$ cat config.mk
export PLATFORM = sky130hd
export DESIGN_NAME = cart_mem_arbiter
export DESIGN_NICKNAME = d
export VERILOG_FILES = /design/src/rtl/cv_mem_pkg.sv /design/src/rtl/cart_mem_arbiter_fifo.sv /design/src/rtl/cart_mem_arbiter.sv
export SDC_FILE = /design/constraint.sdc
export NUM_CORES = 1
export LEC_CHECK = 0
export ABC_AREA = 1
export ABC_CLOCK_PERIOD_IN_PS = 8700
export BUFFER_PORTS_ARGS = -buffer_cell sky130_fd_sc_hd__buf_2
export CORE_MARGIN = 10
export CORE_UTILIZATION = 45
export DETAILED_ROUTE_END_ITERATION = 10
export PLACE_DENSITY = 0.65
export SLEW_MARGIN = 40
export SYNTH_ARGS = -nofsm -noshare
export SYNTH_HDL_FRONTEND = slang
export SYNTH_SLANG_ARGS = --single-unit
$ cat constraint.sdc
create_clock -name clk_i -period 8.7 [get_ports clk_i]
set_clock_uncertainty 0.05 [all_clocks]
set_input_delay 1.305 -clock clk_i [delete_from_list [all_inputs] [get_ports clk_i]]
set_output_delay 1.305 -clock clk_i [all_outputs]
set_load 0.005 [all_outputs]
$ cat src/rtl/cv_mem_pkg.sv
// Shared types for the cartridge SDRAM arbiter: FSM states, loader FIFO entry
// format and cart page extraction.
package cv_mem_pkg;

  localparam int CART_ADDR_W   = 25;
  localparam int CART_PAGE_LSB = 14;
  localparam int CART_PAGE_W   = 6;

  typedef enum logic [2:0] {
    IDLE,
    WR_REQ,
    WR_WAIT,
    RD_REQ,
    RD_WAIT
  } arb_state_t;

  typedef struct packed {
    logic [CART_ADDR_W-1:0] addr;
    logic [7:0]             data;
  } wr_entry_t;

  function automatic logic [CART_PAGE_W-1:0] cart_page(input logic [CART_ADDR_W-1:0] a);
    return a[CART_PAGE_LSB +: CART_PAGE_W];
  endfunction

endpackage

$ cat src/rtl/cart_mem_arbiter_fifo.sv
// Loader write buffer: synchronous FIFO of {addr,data} entries with
// wrapping pointers and a one-bit-wider occupancy count.
module cart_wr_fifo
  import cv_mem_pkg::*;
#(
  parameter int DEPTH = 4
) (
  input  logic      clk_i,
  input  logic      rst_n_i,
  input  logic      push_i,
  input  wr_entry_t din_i,
  input  logic      pop_i,
  output wr_entry_t dout_o,
  output logic      full_o,
  output logic      empty_o
);

  localparam int PTR_W = $clog2(DEPTH);

  wr_entry_t        mem_q [DEPTH];
  logic [PTR_W-1:0] wr_ptr_q, wr_ptr_d;
  logic [PTR_W-1:0] rd_ptr_q, rd_ptr_d;
  logic [PTR_W:0]   count_q, count_d;
  logic             do_push, do_pop;

  assign full_o  = (count_q == (PTR_W+1)'(DEPTH));
  assign empty_o = (count_q == '0);
  assign dout_o  = mem_q[rd_ptr_q];

  // A push into a full FIFO is only taken when a pop frees the slot this cycle.
  assign do_pop  = pop_i && !empty_o;
  assign do_push = push_i && (!full_o || do_pop);

  always_comb begin
    wr_ptr_d = wr_ptr_q;
    rd_ptr_d = rd_ptr_q;
    count_d  = count_q;
    if (do_push) wr_ptr_d = wr_ptr_q + 1'b1;
    if (do_pop)  rd_ptr_d = rd_ptr_q + 1'b1;
    case ({do_push, do_pop})
      2'b10:   count_d = count_q + 1'b1;
      2'b01:   count_d = count_q - 1'b1;
      default: count_d = count_q;
    endcase
  end

  always_ff @(posedge clk_i or negedge rst_n_i) begin
    if (!rst_n_i) begin
      wr_ptr_q <= '0;
      rd_ptr_q <= '0;
      count_q  <= '0;
    end else begin
      wr_ptr_q <= wr_ptr_d;
      rd_ptr_q <= rd_ptr_d;
      count_q  <= count_d;
    end
  end

  always_ff @(posedge clk_i) begin
    if (do_push) mem_q[wr_ptr_q] <= din_i;
  end

endmodule

$ cat src/rtl/cart_mem_arbiter.sv
// Shares the cartridge SDRAM port between buffered loader byte writes and
// console cart reads, with a bound on how long reads may starve writes.
module cart_mem_arbiter
  import cv_mem_pkg::*;
#(
  parameter int FIFO_DEPTH = 4,
  parameter int ADDR_W     = 25,
  parameter int STARVE_MAX = 4
) (
  input  logic              clk_i,
  input  logic              reset_n_i,
  input  logic              dl_active_i,
  input  logic              dl_wr_i,
  input  logic [ADDR_W-1:0] dl_addr_i,
  input  logic [7:0]        dl_data_i,
  output logic              dl_full_o,
  output logic              dl_ovf_o,
  input  logic              cart_rd_i,
  input  logic [19:0]       cart_a_i,
  output logic [7:0]        cart_d_o,
  output logic              cart_valid_o,
  output logic [5:0]        cart_pages_o,
  output logic [ADDR_W-1:0] mem_addr_o,
  output logic [7:0]        mem_din_o,
  output logic              mem_we_o,
  output logic              mem_rd_o,
  input  logic [7:0]        mem_dout_i,
  input  logic              mem_ready_i
);

  localparam int STV_W = $clog2(STARVE_MAX + 1);

  arb_state_t        state_q;
  logic [STV_W-1:0]  starve_q;
  logic              mem_we_q, mem_rd_q, cart_valid_q;
  logic [ADDR_W-1:0] mem_addr_q;
  logic [7:0]        mem_din_q, cart_d_q;
  logic              dl_active_q, dl_ovf_q;
  logic [5:0]        pages_q;
  logic              rd_pend_q;
  logic [19:0]       rd_addr_q;

  wr_entry_t fifo_in, fifo_head;
  logic      fifo_full, fifo_empty, fifo_pop, dl_accept, dl_rise, reads_ok;

  assign fifo_in.addr = CART_ADDR_W'(dl_addr_i);
  assign fifo_in.data = dl_data_i;
  assign fifo_pop     = (state_q == WR_REQ);
  assign dl_accept    = dl_wr_i && (!fifo_full || fifo_pop);
  assign dl_rise      = dl_active_i && !dl_active_q;
  assign reads_ok     = rd_pend_q && !dl_active_i;

  cart_wr_fifo #(
    .DEPTH (FIFO_DEPTH)
  ) u_fifo (
    .clk_i   (clk_i),
    .rst_n_i (reset_n_i),
    .push_i  (dl_wr_i),
    .din_i   (fifo_in),
    .pop_i   (fifo_pop),
    .dout_o  (fifo_head),
    .full_o  (fifo_full),
    .empty_o (fifo_empty)
  );

  // Loader bookkeeping: a new download clears the sticky overflow and page
  // count, but an accepted byte in the same cycle still records its page.
  always_ff @(posedge clk_i or negedge reset_n_i) begin
    if (!reset_n_i) begin
      dl_active_q <= 1'b0;
      dl_ovf_q    <= 1'b0;
      pages_q     <= '0;
    end else begin
      dl_active_q <= dl_active_i;
      if (dl_rise) begin
        dl_ovf_q <= 1'b0;
        pages_q  <= '0;
      end
      if (dl_accept)    pages_q  <= cart_page(fifo_in.addr);
      else if (dl_wr_i) dl_ovf_q <= 1'b1;
    end
  end

  // Single-slot read request latch; the latest strobe wins and a strobe that
  // lands while the request is being issued re-arms it for another access.
  always_ff @(posedge clk_i or negedge reset_n_i) begin
    if (!reset_n_i) begin
      rd_pend_q <= 1'b0;
      rd_addr_q <= '0;
    end else if (dl_active_i) begin
      rd_pend_q <= 1'b0;
    end else if (cart_rd_i) begin
      rd_pend_q <= 1'b1;
      rd_addr_q <= cart_a_i;
    end else if (state_q == RD_REQ) begin
      rd_pend_q <= 1'b0;
    end
  end

  always_ff @(posedge clk_i or negedge reset_n_i) begin
    if (!reset_n_i) begin
      state_q      <= IDLE;
      starve_q     <= '0;
      mem_we_q     <= 1'b0;
      mem_rd_q     <= 1'b0;
      mem_addr_q   <= '0;
      mem_din_q    <= '0;
      cart_d_q     <= '0;
      cart_valid_q <= 1'b0;
    end else begin
      mem_we_q     <= 1'b0;
      mem_rd_q     <= 1'b0;
      cart_valid_q <= 1'b0;
      case (state_q)
        IDLE: begin
          if (reads_ok && (fifo_empty || starve_q < STV_W'(STARVE_MAX))) begin
            state_q    <= RD_REQ;
            mem_rd_q   <= 1'b1;
            mem_addr_q <= ADDR_W'(rd_addr_q);
            if (!fifo_empty) starve_q <= starve_q + 1'b1;
          end else if (!fifo_empty) begin
            state_q    <= WR_REQ;
            mem_we_q   <= 1'b1;
            mem_addr_q <= ADDR_W'(fifo_head.addr);
            mem_din_q  <= fifo_head.data;
            starve_q   <= '0;
          end
        end
        WR_REQ:  state_q <= WR_WAIT;
        RD_REQ:  state_q <= RD_WAIT;
        WR_WAIT: if (mem_ready_i) state_q <= IDLE;
        RD_WAIT: begin
          if (mem_ready_i) begin
            cart_d_q     <= mem_dout_i;
            cart_valid_q <= 1'b1;
            state_q      <= IDLE;
          end
        end
        default: state_q <= IDLE;
      endcase
    end
  end

  assign dl_full_o    = fifo_full;
  assign dl_ovf_o     = dl_ovf_q;
  assign cart_pages_o = pages_q;
  assign cart_d_o     = cart_d_q;
  assign cart_valid_o = cart_valid_q;
  assign mem_addr_o   = mem_addr_q;
  assign mem_din_o    = mem_din_q;
  assign mem_we_o     = mem_we_q;
  assign mem_rd_o     = mem_rd_q;

endmodule
======== Word-level counts from Yosys, hierarchy flattened ========
Memories as Yosys holds them, arrays and structs flattened.
Cells that the tools add are included.
storage, ports and cells
  memories ................................ 1
  register bits ........................... 86
  ROM bits ................................ 0
  output and inout bits ................... 52
  logic and storage cells ................. 88
  RAM bits ................................ 132
  bits in latches ......................... 0
operators by class
  shifts and indexed selects .............. 0
  add/subtract/negate cells ............... 5
  mux-type cells .......................... 27
  eq/ne operators ......................... 10
  div/mod/pow operators ................... 0
  reduce and logical (&&, ||, !) cells .... 25
  $lt $le $gt $ge ......................... 1
  bitwise gates (word level) .............. 3
  $mul .................................... 0
memories
  name          words  width  read ports  clocked after memory_dff  wr ports  line                         RTL
  u_fifo.mem_q  4      33     1           0                         1         cart_mem_arbiter_fifo.sv:20  wr_entry_t mem_q [DEPTH];
operators by type and width
  operator             number
  $mux 25              2
  $mux 3               6
  $mux 1               15
  $mux 6               2
  $pmux 3 s4           1
  $reduce_and 2->1     5
  $add 3x1->3 const B  2
  $eq 3x2->1 const B   2
  $eq 3x3->1 const B   2
  $logic_and 1x1->1    6
  $logic_not 3->1      2
  $pmux 3 s2           1
  $add 2x1->2 const B  2
  $logic_not 1->1      4
  $ne 2x1->1 const B   2
  $reduce_bool 2->1    2
  $eq 3x1->1 const B   1
  $logic_or 1x1->1     3
  $lt 3x3->1 const B   1
  $ne 3x3->1 const B   1
  $not 1->1            3
  $reduce_and 3->1     1
  $reduce_bool 3->1    1
  $sub 3x1->3 const B  1
  3 further kinds      3

======== Depth between registers and ports, before layout ========
  word-level depth ........................ 7
  mapped depth ............................ 11
  depth with buffers taken out ............ 10

======== Cells and area by module ========
A second synthesis with hierarchy kept.
second synthesis, totals
  cells, all modules ...................... 783
  area total of the unflattened synthesis .. 8857.2 um^2
by module, submodules not included
  module            area an instance (um^2)  instances  cells an instance
  cart_wr_fifo      5469.0                   1          416
  cart_mem_arbiter  3388.2                   1          367

======== Worst setup path before layout ========
Ideal clock, no wire load.
  kind .................................... input-to-reg
  from .................................... input port dl_wr_i
  to ...................................... memory u_fifo.mem_q[0][0] (netlist name), enable pin
  setup slack ............................. 5132 ps
  arrival time ............................ 3095 ps
  path buffers ............................ 2
  cell stages on the path ................. 4
  setup time .............................. 423 ps
  cell sequence ........................... buf_2 nand2_4 buf_6 nor2_1
between the ends
  cells in the longest elaborated chain, start to end .. 3
RTL lines
  what                          line                         RTL
  start: declaration            cart_mem_arbiter.sv:13       input logic dl_wr_i,
  $logic_and 1x1->1             cart_mem_arbiter_fifo.sv:32  assign do_push = push_i && (!full_o || do_pop);
  $mux 1                        cart_mem_arbiter_fifo.sv:60  if (do_push) mem_q[wr_ptr_q] <= din_i;
  $mux 1 (implied by the code)  cart_mem_arbiter_fifo.sv:60
  end: declaration              cart_mem_arbiter_fifo.sv:20
Every way passes these cells.

======== Worst setup path after layout ========
  from .................................... register u_fifo.count_q[1]
  to ...................................... output port dl_full_o
between the ends
  cells in the longest elaborated chain, start to end .. 1
RTL lines
  what                      line                         RTL
  start: declaration        cart_mem_arbiter_fifo.sv:23  logic [PTR_W:0] count_q, count_d;
  start signal: assignment  cart_mem_arbiter_fifo.sv:55  count_q <= count_d;
  $eq 3x3->1                cart_mem_arbiter_fifo.sv:26  assign full_o = (count_q == (PTR_W+1)'(DEPTH));
  end: declaration          cart_mem_arbiter.sv:16       output logic dl_full_o,
Every way passes these cells.

==> metrics <==
status finished, final reports clean; Final TNS setup 0 ns; # port buffers around 120; vias in the first global route about 5700; layout cells sized above 1 about a fifth; clock slew at reported path FFs 0.06 ns; wire per inst 16.3 µm; GP Congestion 0.765; total of max-cap violations 0; hold path depth 2; final setup fails 0; core area ~19000 µm²; hpwl dp between 10000 and 15000 µm; max incr delay on CP 0.45 ns; Synth Cell Area ~8800 µm²; nets between 1000 and 1500; pin count of the biggest net entering global routing 64; hold_buf cts 0; Worst EP required 7.34 ns; Worst setup EP type output pin; # fillers around 1700; Ports between 100 and 150; drt first-iter violations around 440; Worst setup SP type flip-flop; first-pass GRT wire length ~32000 µm; CTS tree built; CTS max path bufs 3; Fmax achieved ~0.36 GHz; final wirelength approximately 20000 µm; post-synth cell types 30; Cell Count, Final, Fillers Out between 1000 and 1500; Hold Crit Class flip-flop to flip-flop; die width around 160 µm; Mean Syn Cell Area between 10 and 15 µm²; RSZ-0062 raised after global routing false; Placed Instances around 1200; pin slew with the least headroom to its limit approximately 0.82 ns; footprint of the multi-input gates approximately 2300 µm²; CP Max Fanout 4; Crit path arrival time approximately 1.4 ns; Reg area slightly above 6000 µm²; Cells after Synth ~800; post-synthesis sequential area ratio between 60% and 70%; H-tree depth 1; Critical-path top delay cell dfrtp_1; Overflow after GRT 0; DR DRC count 0; die area roughly 26000 µm²; Hold Violations, Final 0; crit path kind flip-flop to output pin; Max transition margin between 40% and 50%; Net Count, Synth ~890; Inserted Clock Buffers 24; cell depth of the worst setup path 2; routed vias a little under 6000; floorplan row count just over 50; Synth area leader edfxtp_1; Lkg Pwr 4.70 nW; router iterations before antenna repair 5; die height about 160 µm; Critical Path, Cell by Cell nor3_4 -> buf_2; worst skew pair latency 0.51 ns; number of synthesized flops with an enable pin about 130; CP top delay family flip-flops; Via density about 5; Setup Buffers After CTS 0; asr flop ratio synth 39.4%; PnR worst setup slack 5.93 ns; WP buf/inv 1; fin crit period 2.77 ns; Ys Warns 0; initial antenna violation count 3; post-cts sizing count 0; area growth from synthesis to layout 18.0%; Routed Antenna Nets 0; VDD IR max 0.000168 V; R2R cell count 9; main flop type after synthesis edfxtp_1; Root Buffer clkbuf_16; pwr dens 354 nW/µm²; flops & latches, synth about 220; DP Worst Slack 5.87 ns; max-slew violations 0; Final Total Pwr ~3.7 mW; CTS Sinks about 220; Initial Utilization approximately 45%; fin crit share about a third; synth top area cells edfxtp_1, dfrtp_1, nand2_1; GRT Overall Usage 15.0%; share of the synthesized area in the top cell type 44.9%
-- layer usage --
metal / wire length (µm) / part of all wire, % / track usage, % / vias up
met4: 323 / 1.6 / 3.67 / 2
met3: 1530 / 7.7 / 4.24 / 31
met1: 9090 / 46 / 20.9 / 2804
met2: 8790 / 44 / 22.6 / 161
li1: - / - / - / 2935
met5: 18 / 0.091 / 0 / -
-- worst min-delay path, delay by kind of cell, from the launching register on --
family | cells | cell delay [ns]
flops | 1 | 0.34
simple gates | 2 | 0.11
-- flip-flops by register name (all words and copies together) (netlist names), 2 cells and up --
name	flops
rd_addr_q	20
state_q	3
mem_addr_o	25
cart_pages_o	6
cart_d_o	8
u_fifo.rd_ptr_q	2
u_fifo.mem_q	132
starve_q	3
u_fifo.count_q	3
u_fifo.wr_ptr_q	2
mem_din_o	8
-- path summary, 6_finish.rpt --
kind	startpoint	end	slack, ns
worst min register to register	mem_din_o[2]	mem_din_o[2]	0.42
worst max-delay path	u_fifo.count_q[1]	dl_full_o	5.93
min in group asynchronous	reset_n_i	cart_d_o[7]	0.67
worst min-delay path	mem_din_o[2]	mem_din_o[2]	0.42
worst max register to register	u_fifo.rd_ptr_q[0]	mem_addr_o[12]	6.24
max in group asynchronous	reset_n_i	mem_din_o[3]	6.87
-- where the power goes --
part / internal [mW] / leakage [nW] / switching [mW]
sequential: 1.39 / 2.25 / 0.116
combinational: 0.367 / 2.06 / 0.790
clock: 0.624 / 0.397 / 0.397
total: 2.38 / 4.70 / 1.30
-- final cells by class --
cell class | count | share of cell area, %
Multi-Input combinational cell | 505 | 22.1
Antenna cell | 2 | 0.0480
Sequential cell | 218 | 58.7
Timing Repair Buffer | 127 | 6.34
Inverter | 53 | 1.91
Clock buffer | 31 | 6.32
Clock inverter | 13 | 1.39
Tap cell | 265 | 3.18
-- Yosys cell counts, types with 2 or more instances --
cell      count
o21ai_1       4
nand2_1     253
nor2_4        3
nand2_2       2
o21ai_0      34
dfrtp_1      86
buf_4         2
buf_1         2
nand3_1      99
clkbuf_1      6
inv_1        47
xor2_1        3
nor2_1       60
nand2_4       5
inv_2         5
ha_1          6
buf_2        23
nand4_1       2
edfxtp_1    132
buf_6         5
a21oi_1      27
-- cell usage in the layout (no fill, tap or decap), drive strengths merged --
master    instances
xnor2             1
clkinvlp          1
xor2              3
or2               1
nand4             3
a21oi            27
o21ai            39
nor3              2
bufinv            3
clkinv            9
nand3            99
nand2           260
nor2             63
diode             2
dfrtp            86
ha                6
fa                1
buf             127
edfxtp          132
clkbuf           31
inv              53
-- kinds of logic (layout without fill, tap and decap cells) --
group                      after synthesis  in the layout  share of synthesized area, %
adders and majority gates                7              7                          1.08
DFF                                    218            218                          69.3
other                                    0              2                             0
and+or+nand+nor                        428            428                          20.7
xor gates and xnor gates                 4              4                         0.397
AOI/OAI and AO/OA                       66             66                          3.79
buffers and inverters                   92            224                          4.76
-- stage by stage --
step / hold slack, ns / instance area, µm² / utilization [%]
3_3_place_gp: 0.401 / 9610 / 49.5
6_report: 0.421 / 10400 / 53.7
5_1_grt: 0.446 / 10400 / 53.7
4_1_cts: 0.424 / 10400 / 53.7
3_5_place_dp: 0.410 / 9610 / 49.5
2_1_floorplan: 0.403 / 8830 / -
No activity file was read; power rests on OpenSTA's default activity.
